`config.mk`:
```
export PLATFORM = sky130hd
export DESIGN_NAME = control_unit
export DESIGN_NICKNAME = d
export VERILOG_FILES = /design/src/rtl/cpu_ctrl_pkg.sv /design/src/rtl/ctrl_decode.sv /design/src/rtl/control_unit.sv
export SDC_FILE = /design/constraint.sdc
export NUM_CORES = 1
export LEC_CHECK = 0
export CORE_MARGIN = 2
export CORE_UTILIZATION = 25
export CTS_CLUSTER_SIZE = 24
export DETAILED_ROUTE_END_ITERATION = 10
export PLACE_DENSITY = 0.58
export SLEW_MARGIN = 20
export SYNTH_ARGS = -nofsm -noshare
export SYNTH_HDL_FRONTEND = slang
export SYNTH_SLANG_ARGS = --single-unit
```
`constraint.sdc`:
```
create_clock -name clock -period 6.32 [get_ports clock]
set_clock_uncertainty 0.2 [all_clocks]
set_input_delay 0.948 -clock clock [delete_from_list [all_inputs] [get_ports clock]]
set_output_delay 0.948 -clock clock [all_outputs]
set_load 0.005 [all_outputs]
```
`src/rtl/cpu_ctrl_pkg.sv`:
```
// cpu_ctrl_pkg: shared encodings for the multicycle MIPS control unit.
// Holds the state codes, the opcode/funct values it recognises, the ULA
// operation codes, every datapath select encoding and the exception codes.
package cpu_ctrl_pkg;

    // State register encoding, also exported on the debug 'state' port.
    typedef logic [4:0] state_t;

    localparam state_t S_RESET      = 5'd0;
    localparam state_t S_FETCH      = 5'd1;
    localparam state_t S_FETCH_WAIT = 5'd2;
    localparam state_t S_DECODE     = 5'd3;
    localparam state_t S_EXEC       = 5'd4;
    localparam state_t S_WB         = 5'd5;
    localparam state_t S_SLT        = 5'd6;
    localparam state_t S_ADDR       = 5'd7;
    localparam state_t S_MEM_RD     = 5'd8;
    localparam state_t S_MEM_WAIT   = 5'd9;
    localparam state_t S_MEM_WB     = 5'd10;
    localparam state_t S_MEM_WR     = 5'd11;
    localparam state_t S_BRANCH     = 5'd12;
    localparam state_t S_JR         = 5'd13;
    localparam state_t S_LUI        = 5'd14;
    localparam state_t S_JUMP       = 5'd15;
    localparam state_t S_JAL1       = 5'd16;
    localparam state_t S_JAL2       = 5'd17;
    localparam state_t S_EXC        = 5'd18;
    localparam state_t S_EXC_WAIT   = 5'd19;
    localparam state_t S_EXC_JUMP   = 5'd20;

    // Primary opcodes (instr[31:26]).
    localparam logic [5:0] OP_RTYPE = 6'h00;
    localparam logic [5:0] OP_J     = 6'h02;
    localparam logic [5:0] OP_JAL   = 6'h03;
    localparam logic [5:0] OP_BEQ   = 6'h04;
    localparam logic [5:0] OP_BNE   = 6'h05;
    localparam logic [5:0] OP_ADDI  = 6'h08;
    localparam logic [5:0] OP_LUI   = 6'h0F;
    localparam logic [5:0] OP_LW    = 6'h23;
    localparam logic [5:0] OP_SW    = 6'h2B;

    // R-type function codes (instr[5:0]).
    localparam logic [5:0] FN_JR  = 6'h08;
    localparam logic [5:0] FN_ADD = 6'h20;
    localparam logic [5:0] FN_SUB = 6'h22;
    localparam logic [5:0] FN_AND = 6'h24;
    localparam logic [5:0] FN_SLT = 6'h2A;

    // ula32 operation select.
    typedef enum logic [2:0] {
        ULA_PASS = 3'b000,
        ULA_ADD  = 3'b001,
        ULA_SUB  = 3'b010,
        ULA_AND  = 3'b011,
        ULA_CMP  = 3'b111
    } ula_t;

    // Memory address source.
    typedef enum logic [1:0] {
        IORD_PC     = 2'd0,
        IORD_ALURES = 2'd1,
        IORD_ALUOUT = 2'd2,
        IORD_EXCVEC = 2'd3
    } iord_t;

    // Register-file write address source.
    typedef enum logic [1:0] {
        RD_RT = 2'd0,
        RD_RD = 2'd1,
        RD_RA = 2'd2,
        RD_SP = 2'd3
    } regdist_t;

    // Register-file write data source.
    typedef enum logic [2:0] {
        MTR_ALUOUT = 3'd0,
        MTR_LS     = 3'd1,
        MTR_LUI    = 3'd4,
        MTR_SLT    = 3'd5,
        MTR_SP     = 3'd6
    } memtoreg_t;

    // ALU operand A source.
    typedef enum logic [1:0] {
        SRCA_PC  = 2'd0,
        SRCA_A   = 2'd1,
        SRCA_MDR = 2'd3
    } srca_t;

    // ALU operand B source.
    typedef enum logic [2:0] {
        SRCB_B     = 3'd0,
        SRCB_FOUR  = 3'd1,
        SRCB_IMM   = 3'd2,
        SRCB_BROFF = 3'd3
    } srcb_t;

    // Next-PC source.
    typedef enum logic [1:0] {
        PC_ALURES = 2'd0,
        PC_ALUOUT = 2'd1,
        PC_JUMP   = 2'd2,
        PC_EPC    = 2'd3
    } pcsrc_t;

    // Exception cause, selects the vector slot (253 opcode, 254 overflow).
    typedef enum logic [1:0] {
        EXC_OPCODE = 2'd0,
        EXC_OVF    = 2'd1
    } exc_t;

    // Instruction classification produced by ctrl_decode.
    typedef struct packed {
        state_t dispatch;    // state entered after DECODE
        logic   illegal;     // encoding outside the supported instruction set
        ula_t   exec_ula;    // ALU operation used in EXEC
        logic   exec_traps;  // EXEC raises an exception on overflow
        logic   is_rtype;    // opcode 0: rd destination, B operand
        logic   is_load;     // lw rather than sw in ADDR
        logic   is_bne;      // bne rather than beq in BRANCH
    } dec_t;

endpackage

```
`src/rtl/ctrl_decode.sv`:
```
// ctrl_decode: combinational instruction classifier. Maps opcode/funct to
// the state DECODE dispatches to, flags unimplemented encodings, and
// supplies the per-instruction details the later states need.
module ctrl_decode
    import cpu_ctrl_pkg::*;
(
    input  logic [5:0] opcode,
    input  logic [5:0] funct,
    output dec_t       dec
);

    // Classify the instruction held in the IR.
    always_comb begin
        // NOTE: the whole struct is defaulted first; every case arm then only
        // overrides fields, so no path leaves a field unassigned and no latch
        // can be inferred.
        dec            = '0;
        dec.dispatch   = S_EXC;
        dec.illegal    = 1'b1;
        dec.exec_ula   = ULA_ADD;
        dec.is_rtype   = (opcode == OP_RTYPE);
        dec.is_load    = (opcode == OP_LW);
        dec.is_bne     = (opcode == OP_BNE);

        case (opcode)
            OP_RTYPE: begin
                case (funct)
                    FN_ADD: begin
                        dec.dispatch   = S_EXEC;
                        dec.illegal    = 1'b0;
                        dec.exec_ula   = ULA_ADD;
                        dec.exec_traps = 1'b1;
                    end
                    FN_SUB: begin
                        dec.dispatch   = S_EXEC;
                        dec.illegal    = 1'b0;
                        dec.exec_ula   = ULA_SUB;
                        dec.exec_traps = 1'b1;
                    end
                    FN_AND: begin
                        dec.dispatch   = S_EXEC;
                        dec.illegal    = 1'b0;
                        dec.exec_ula   = ULA_AND;
                    end
                    FN_SLT: begin
                        dec.dispatch = S_SLT;
                        dec.illegal  = 1'b0;
                    end
                    FN_JR: begin
                        dec.dispatch = S_JR;
                        dec.illegal  = 1'b0;
                    end
                    default: ;
                endcase
            end
            OP_ADDI: begin
                dec.dispatch   = S_EXEC;
                dec.illegal    = 1'b0;
                dec.exec_ula   = ULA_ADD;
                dec.exec_traps = 1'b1;
            end
            OP_LW, OP_SW: begin
                dec.dispatch = S_ADDR;
                dec.illegal  = 1'b0;
            end
            OP_BEQ, OP_BNE: begin
                dec.dispatch = S_BRANCH;
                dec.illegal  = 1'b0;
            end
            OP_LUI: begin
                dec.dispatch = S_LUI;
                dec.illegal  = 1'b0;
            end
            OP_J: begin
                dec.dispatch = S_JUMP;
                dec.illegal  = 1'b0;
            end
            OP_JAL: begin
                dec.dispatch = S_JAL1;
                dec.illegal  = 1'b0;
            end
            default: ;
        endcase
    end

endmodule

```
`src/rtl/control_unit.sv`:
```
// control_unit: multicycle main control FSM of the MIPS CPU. Sequences
// fetch, decode, execute, memory, write-back and exception entry, and drives
// every mux select and load enable of the datapath. Outputs depend on the
// state only, except PCWrite in BRANCH (uses eg).
module control_unit
    import cpu_ctrl_pkg::*;
#(
    parameter int RESET_SP = 227  // $29 reset value; the datapath supplies it as mux constant 6
) (
    input  logic       clock,
    input  logic       reset,
    input  logic [5:0] opcode,
    input  logic [5:0] funct,
    input  logic       overflow,
    input  logic       eg,
    input  logic       lt,
    output logic [1:0] IorD,
    output logic [1:0] ExcpCtrl,
    output logic [1:0] RegDist,
    output logic [2:0] MemtoReg,
    output logic [1:0] ALUSrcA,
    output logic [2:0] ALUSrcB,
    output logic [2:0] ULAcontrol,
    output logic [1:0] PCSrc,
    output logic       PCWrite,
    output logic       IRwrite,
    output logic       RegWrite,
    output logic       LoadA,
    output logic       LoadB,
    output logic       ALUOutCtrl,
    output logic       EPCControl,
    output logic       MDRWrite,
    output logic       MemWr,
    output logic       WriteData,
    output logic [4:0] state
);

    state_t state_q;
    state_t state_d;
    exc_t   exc_code_q;
    dec_t   dec;

    // lt reaches the register file through the slt mux, not through control;
    // RESET_SP is realised in the datapath. Neither drives any decision here.
    logic unused_ok;
    assign unused_ok = ^{lt, RESET_SP[0]};

    ctrl_decode u_decode (
        .opcode (opcode),
        .funct  (funct),
        .dec    (dec)
    );

    assign state = state_q;

    // Next-state selection; only EXEC looks at an ALU flag.
    always_comb begin
        state_d = state_q;
        case (state_q)
            S_RESET:      state_d = S_FETCH;
            S_FETCH:      state_d = S_FETCH_WAIT;
            S_FETCH_WAIT: state_d = S_DECODE;
            S_DECODE:     state_d = dec.dispatch;
            S_EXEC:       state_d = (overflow && dec.exec_traps) ? S_EXC : S_WB;
            S_WB:         state_d = S_FETCH;
            S_SLT:        state_d = S_FETCH;
            S_ADDR:       state_d = dec.is_load ? S_MEM_RD : S_MEM_WR;
            S_MEM_RD:     state_d = S_MEM_WAIT;
            S_MEM_WAIT:   state_d = S_MEM_WB;
            S_MEM_WB:     state_d = S_FETCH;
            S_MEM_WR:     state_d = S_FETCH;
            S_BRANCH:     state_d = S_FETCH;
            S_JR:         state_d = S_FETCH;
            S_LUI:        state_d = S_FETCH;
            S_JUMP:       state_d = S_FETCH;
            S_JAL1:       state_d = S_JAL2;
            S_JAL2:       state_d = S_FETCH;
            S_EXC:        state_d = S_EXC_WAIT;
            S_EXC_WAIT:   state_d = S_EXC_JUMP;
            S_EXC_JUMP:   state_d = S_FETCH;
            // Unused encodings resume at FETCH rather than re-running the $29 init.
            default:      state_d = S_FETCH;
        endcase
    end

    // State register and exception-cause register, synchronous reset.
    always_ff @(posedge clock) begin
        // NOTE: registers are updated with non-blocking assignments so every
        // flop samples the pre-edge values regardless of statement order.
        if (reset) begin
            state_q    <= S_RESET;
            exc_code_q <= EXC_OPCODE;
        end else begin
            state_q <= state_d;
            // Cause is captured once on entry: from DECODE the instruction is
            // illegal, from EXEC it overflowed.
            if (state_d == S_EXC && state_q != S_EXC) begin
                exc_code_q <= dec.illegal ? EXC_OPCODE : EXC_OVF;
            end
        end
    end

    // Moore output decode; anything a state does not mention stays 0.
    always_comb begin
        IorD       = IORD_PC;
        ExcpCtrl   = EXC_OPCODE;
        RegDist    = RD_RT;
        MemtoReg   = MTR_ALUOUT;
        ALUSrcA    = SRCA_PC;
        ALUSrcB    = SRCB_B;
        ULAcontrol = ULA_PASS;
        PCSrc      = PC_ALURES;
        PCWrite    = 1'b0;
        IRwrite    = 1'b0;
        RegWrite   = 1'b0;
        LoadA      = 1'b0;
        LoadB      = 1'b0;
        ALUOutCtrl = 1'b0;
        EPCControl = 1'b0;
        MDRWrite   = 1'b0;
        MemWr      = 1'b0;
        WriteData  = 1'b0;

        case (state_q)
            S_RESET: begin
                // $29 <= RESET_SP via the constant input of the write-data mux.
                RegDist  = RD_SP;
                MemtoReg = MTR_SP;
                RegWrite = 1'b1;
            end
            S_FETCH: begin
                IorD       = IORD_PC;
                ALUSrcA    = SRCA_PC;
                ALUSrcB    = SRCB_FOUR;
                ULAcontrol = ULA_ADD;
            end
            S_FETCH_WAIT: begin
                IorD       = IORD_PC;
                ALUSrcA    = SRCA_PC;
                ALUSrcB    = SRCB_FOUR;
                ULAcontrol = ULA_ADD;
                IRwrite    = 1'b1;
                PCWrite    = 1'b1;
                PCSrc      = PC_ALURES;
            end
            S_DECODE: begin
                // A/B load from the register file; ALUOut takes the branch target.
                LoadA      = 1'b1;
                LoadB      = 1'b1;
                ALUSrcA    = SRCA_PC;
                ALUSrcB    = SRCB_BROFF;
                ULAcontrol = ULA_ADD;
                ALUOutCtrl = 1'b1;
            end
            S_EXEC: begin
                ALUSrcA    = SRCA_A;
                ALUSrcB    = dec.is_rtype ? SRCB_B : SRCB_IMM;
                ULAcontrol = dec.exec_ula;
                ALUOutCtrl = 1'b1;
            end
            S_WB: begin
                MemtoReg = MTR_ALUOUT;
                RegDist  = dec.is_rtype ? RD_RD : RD_RT;
                RegWrite = 1'b1;
            end
            S_SLT: begin
                ALUSrcA    = SRCA_A;
                ALUSrcB    = SRCB_B;
                ULAcontrol = ULA_CMP;
                MemtoReg   = MTR_SLT;
                RegDist    = RD_RD;
                RegWrite   = 1'b1;
            end
            S_ADDR: begin
                ALUSrcA    = SRCA_A;
                ALUSrcB    = SRCB_IMM;
                ULAcontrol = ULA_ADD;
                ALUOutCtrl = 1'b1;
            end
            S_MEM_RD: begin
                IorD = IORD_ALUOUT;
            end
            S_MEM_WAIT: begin
                // Second cycle of the held address; read data is valid now.
                IorD     = IORD_ALUOUT;
                MDRWrite = 1'b1;
            end
            S_MEM_WB: begin
                MemtoReg = MTR_LS;
                RegDist  = RD_RT;
                RegWrite = 1'b1;
            end
            S_MEM_WR: begin
                IorD      = IORD_ALUOUT;
                WriteData = 1'b1;
                MemWr     = 1'b1;
            end
            S_BRANCH: begin
                ALUSrcA    = SRCA_A;
                ALUSrcB    = SRCB_B;
                ULAcontrol = ULA_CMP;
                PCSrc      = PC_ALUOUT;
                PCWrite    = dec.is_bne ? ~eg : eg;
            end
            S_JR: begin
                ALUSrcA    = SRCA_A;
                ULAcontrol = ULA_PASS;
                PCSrc      = PC_ALURES;
                PCWrite    = 1'b1;
            end
            S_LUI: begin
                MemtoReg = MTR_LUI;
                RegDist  = RD_RT;
                RegWrite = 1'b1;
            end
            S_JUMP: begin
                PCSrc   = PC_JUMP;
                PCWrite = 1'b1;
            end
            S_JAL1: begin
                // PC (already +4) passes through the ALU into ALUOut as the link.
                ALUSrcA    = SRCA_PC;
                ULAcontrol = ULA_PASS;
                ALUOutCtrl = 1'b1;
            end
            S_JAL2: begin
                RegDist  = RD_RA;
                MemtoReg = MTR_ALUOUT;
                RegWrite = 1'b1;
                PCSrc    = PC_JUMP;
                PCWrite  = 1'b1;
            end
            S_EXC: begin
                // EPC <= PC - 4, and start reading the vector byte for this cause.
                ALUSrcA    = SRCA_PC;
                ALUSrcB    = SRCB_FOUR;
                ULAcontrol = ULA_SUB;
                EPCControl = 1'b1;
                IorD       = IORD_EXCVEC;
                ExcpCtrl   = exc_code_q;
            end
            S_EXC_WAIT: begin
                IorD     = IORD_EXCVEC;
                ExcpCtrl = exc_code_q;
                MDRWrite = 1'b1;
            end
            S_EXC_JUMP: begin
                ALUSrcA    = SRCA_MDR;
                ULAcontrol = ULA_PASS;
                PCSrc      = PC_ALURES;
                PCWrite    = 1'b1;
            end
            default: ;
        endcase
    end

endmodule
```
==> results_dict.tcl <==
set metrics [dict create \
    final_layout_size_suffix_gt1_share_pct 5.579 \
    cp_max_fo 10 \
    grt_start_max_net_pins 29 \
    synthToLayoutAreaGrowth_pct 37.85 \
    die_y_um 76.18 \
    required_ns 5.17 \
    global_route_wire_length_before_repair_um 7182 \
    synth_xor_xnor_area_share_pct 2.017 \
    hpwlAfterDp_um 3137 \
    numClockSinks 6 \
    highest_layer "met4" \
    cap_viol_max_count 0 \
    worstRegToRegCells 6 \
    worst_slack_ns 1.749 \
    cts_tree "built" \
    relSlewSlack_pct 40.39 \
    floorplan.die_area_um2 5803 \
    synth_cells 203 \
    post-layout-total-power_w 0.0001820 \
    ioPinCount 51 \
    synth-async-reset-ratio_pct 0 \
    finalNetCount 252 \
    clk_root_buffer_cell "clkbuf_8" \
    final_antenna_net_count 0 \
    unrepaired_setup_endpoints_after_global_routing "false" \
    htreeDepth 1 \
    gp_congestion 0.8019 \
    route.detailed.wl_per_inst_um 13.41 \
    crit_buf_inv 2 \
    stdcell_count 303 \
    clk_pin_slew_ns 0.04 \
    syn_area_per_cell_um2 6.416 \
    postCtsResizedCells 0 \
    worst_path_dominant_cell_family "buffers and inverters" \
    route.met3.wl_um 195 \
    fin_crit_ns 4.571 \
    buffer_ports.inserted 47 \
    n_antenna_cell 0 \
    cts_inserted_buffers 3 \
    clk_path_buf_depth 2 \
    post_drt_via_cell_ratio 5.076 \
    rows 26 \
    timing.hold.worst_path_depth 2 \
    setup_tns_ns 0 \
    setup.worst_path.class "input port to output pin" \
    worst_ir_drop_vdd_v 0.00005306 \
    worst_slew_pin_slew_ns 0.8930 \
    max_freq_mhz 218.8 \
    placement.setup.worst_slack_ns 1.803 \
    synth_top_family_by_area "simple AND/OR/NAND/NOR gates" \
    synth_warnings 0 \
    total_congestion_overflow_after_global_routing 0 \
    routedLengthMet1_um 1965 \
    hold_violation_total_from_the_final_report 0 \
    worst_skew_pair.late_latency_ns 0.22 \
    grt_pass1_vias 1491 \
    cts_hold_buffers 0 \
    finalSetupViolations 0 \
    synth_compound_area_share_pct 31.89 \
    p_per_area_nw_per_um2 101.4 \
    critical_path.slowest_cell "clkdlybuf4s50_1" \
    critical_path.startpoint_type "input port" \
    critical_path.endpoint_type "output pin" \
    flip_flop_and_latch_count_after_synthesis 6 \
    std_cell_core_area_um2 5075 \
    arrival_ns 3.42 \
    power.static_leakage_nw 0.6186 \
    path_common_cell "clkdlybuf4s50_1" \
    vias 1538 \
    post_synth_and_or_nand_nor_area_fraction_pct 45.15 \
    drt_pre_antenna_iters 4 \
    globalRouteTotalUtil_pct 14.26 \
    instance_count_after_placement_with_tap_cells_included 300 \
    arithmetic_cell_share_of_the_synthesized_area_counting_full_adders_half_adders_and_majority_gates_pct 0 \
    timing.final.max_slew_violations 0 \
    cp_cell_sequence "clkdlybuf4s50_1 > nor3_1 > and2_1 > a41oi_1 > o32a_1 > nor2_1 > clkdlybuf4s50_1" \
    floorplan.initialDensity_pct 25.67 \
    met2RoutedLength_um 1887 \
    synth_area_um2 1302 \
    synth-edff-count 0 \
    synth_flop_cell "dfxtp_1" \
    dieWidth_um 76.18 \
    hp-class "register to register" \
    overall_routed_net_length_um 4063 \
    synth.lib_cells_used.distinct 58 \
    period_utilisation_layout_pct 72.32 \
    detail_route.iter0.violations 127 \
    synth.mux.area_fraction_pct 1.537 \
    antenna_found_initial 0 \
    status "finished clean" \
    cts_setup_buffers 0 \
    ys_seq_area_share_pct 9.222 \
    cp.depth 7 \
    remaining_drc_errors 0 \
    cpPeakStageDelay_ns 0.57 \
]
==> kinds of logic (layout without fill, tap and decap cells) <==
group	count (synthesis)	in the layout
buffers and inverters	26	55
AOI/OAI and AO/OA	58	58
and+or+nand+nor	107	107
muxes	2	2
other	1	2
xor gates and xnor gates	3	3
DFF	6	6
==> metal layers <==
| metal | up-vias | track usage [%] |
|---|---|---|
| met5 | - | 0 |
| met1 | 682 | 19.74 |
| met2 | 53 | 24.29 |
| met4 | 0 | 2.000 |
| li1 | 801 | - |
| met3 | 2 | 1.777 |
==> synthesized netlist by cell type (4+ instances only) <==
| library cell | instances | area (um^2) |
|---|---|---|
| clkbuf_1 | 11 | 41.29 |
| a21oi_1 | 15 | 75.07 |
| nor4_1 | 4 | 25.02 |
| o21ai_0 | 9 | 45.04 |
| and3_1 | 4 | 25.02 |
| nor3_1 | 10 | 50.05 |
| nand2b_1 | 9 | 56.30 |
| buf_4 | 5 | 37.54 |
| buf_2 | 4 | 20.02 |
| nor2b_1 | 11 | 68.82 |
| dfxtp_1 | 6 | 120.1 |
| inv_1 | 5 | 18.77 |
| nand2_1 | 14 | 52.55 |
| nor2_1 | 28 | 105.1 |
| a211oi_1 | 5 | 37.54 |
==> power breakdown <==
| part | leakage (nW) | internal, W | total [W] | switching (W) |
|---|---|---|---|---|
| combinational | 0.548 | 0.0000435 | 0.0000799 | 0.0000364 |
| clock | 0.0216 | 0.0000408 | 0.0000559 | 0.0000151 |
| sequential | 0.0487 | 0.0000393 | 0.0000462 | 0.00000689 |
==> path summary, 6_finish.rpt <==
| kind | from | endpoint | slack, ns |
|---|---|---|---|
| max | opcode[1] | ULAcontrol[1] | 1.75 |
| min | exc_code_q[0]$_SDFFE_PP0P_ | exc_code_q[0]$_SDFFE_PP0P_ | 0.29 |
| max reg2reg | state[2]$_SDFF_PP0_ | exc_code_q[0]$_SDFFE_PP0P_ | 3.79 |
| min reg2reg | exc_code_q[0]$_SDFFE_PP0P_ | exc_code_q[0]$_SDFFE_PP0P_ | 0.29 |
==> state kept, by name, summed over array words and instances, names as in the netlist <==
signal / cells
state: 5
exc_code_q: 1
==> worst reg2reg max path, stage by stage (launching register included) <==
cell	delay (ns)
dfxtp_1	0.78
nand2b_1	0.28
nor3_1	0.41
nor2_1	0.12
a211oi_2	0.31
o311ai_2	0.16
mux2i_1	0.14
==> through the flow <==
step	hold slack, ns	instance area (um^2)	utilization (%)
after floorplan	0.2467	1306	-
after global placement	0.2882	1754	34.57
after detailed placement	0.2909	1754	34.57
after CTS	0.2983	1795	35.38
after global routing	0.3281	1795	35.38
final	0.2905	1795	35.38
==> final cells by class <==
type	instances	area, um^2
sequential	6	120.1
tap	70	87.58
fill	587	3279
inverter	5	18.77
timing repair buffer	47	470.5
multi-input combinational	172	1057
clock buffer	3	41.29
==> placed cells by master, fill, tap and decap left out, types with 2 or more instances in the layout <==
cell / instances
and3_1: 4
o21a_1: 2
o41ai_1: 2
nor2b_1: 11
clkdlybuf4s50_1: 47
nand2_1: 14
and2_1: 3
o211ai_1: 2
a21oi_1: 15
a21o_1: 3
and2b_1: 2
mux2i_1: 2
nand3_1: 3
o311ai_0: 2
o21ai_0: 9
nand4_1: 2
conb_1: 2
nor2_1: 28
a32oi_1: 2
nand2b_1: 9
a311oi_1: 2
or2_1: 2
or3_1: 2
inv_1: 5
clkbuf_8: 3
o221ai_1: 2
a211o_1: 2
dfxtp_1: 6
nor3_1: 10
xnor2_1: 2
nor4_1: 4
a211oi_1: 5
Power figures use the tool's default switching activity.
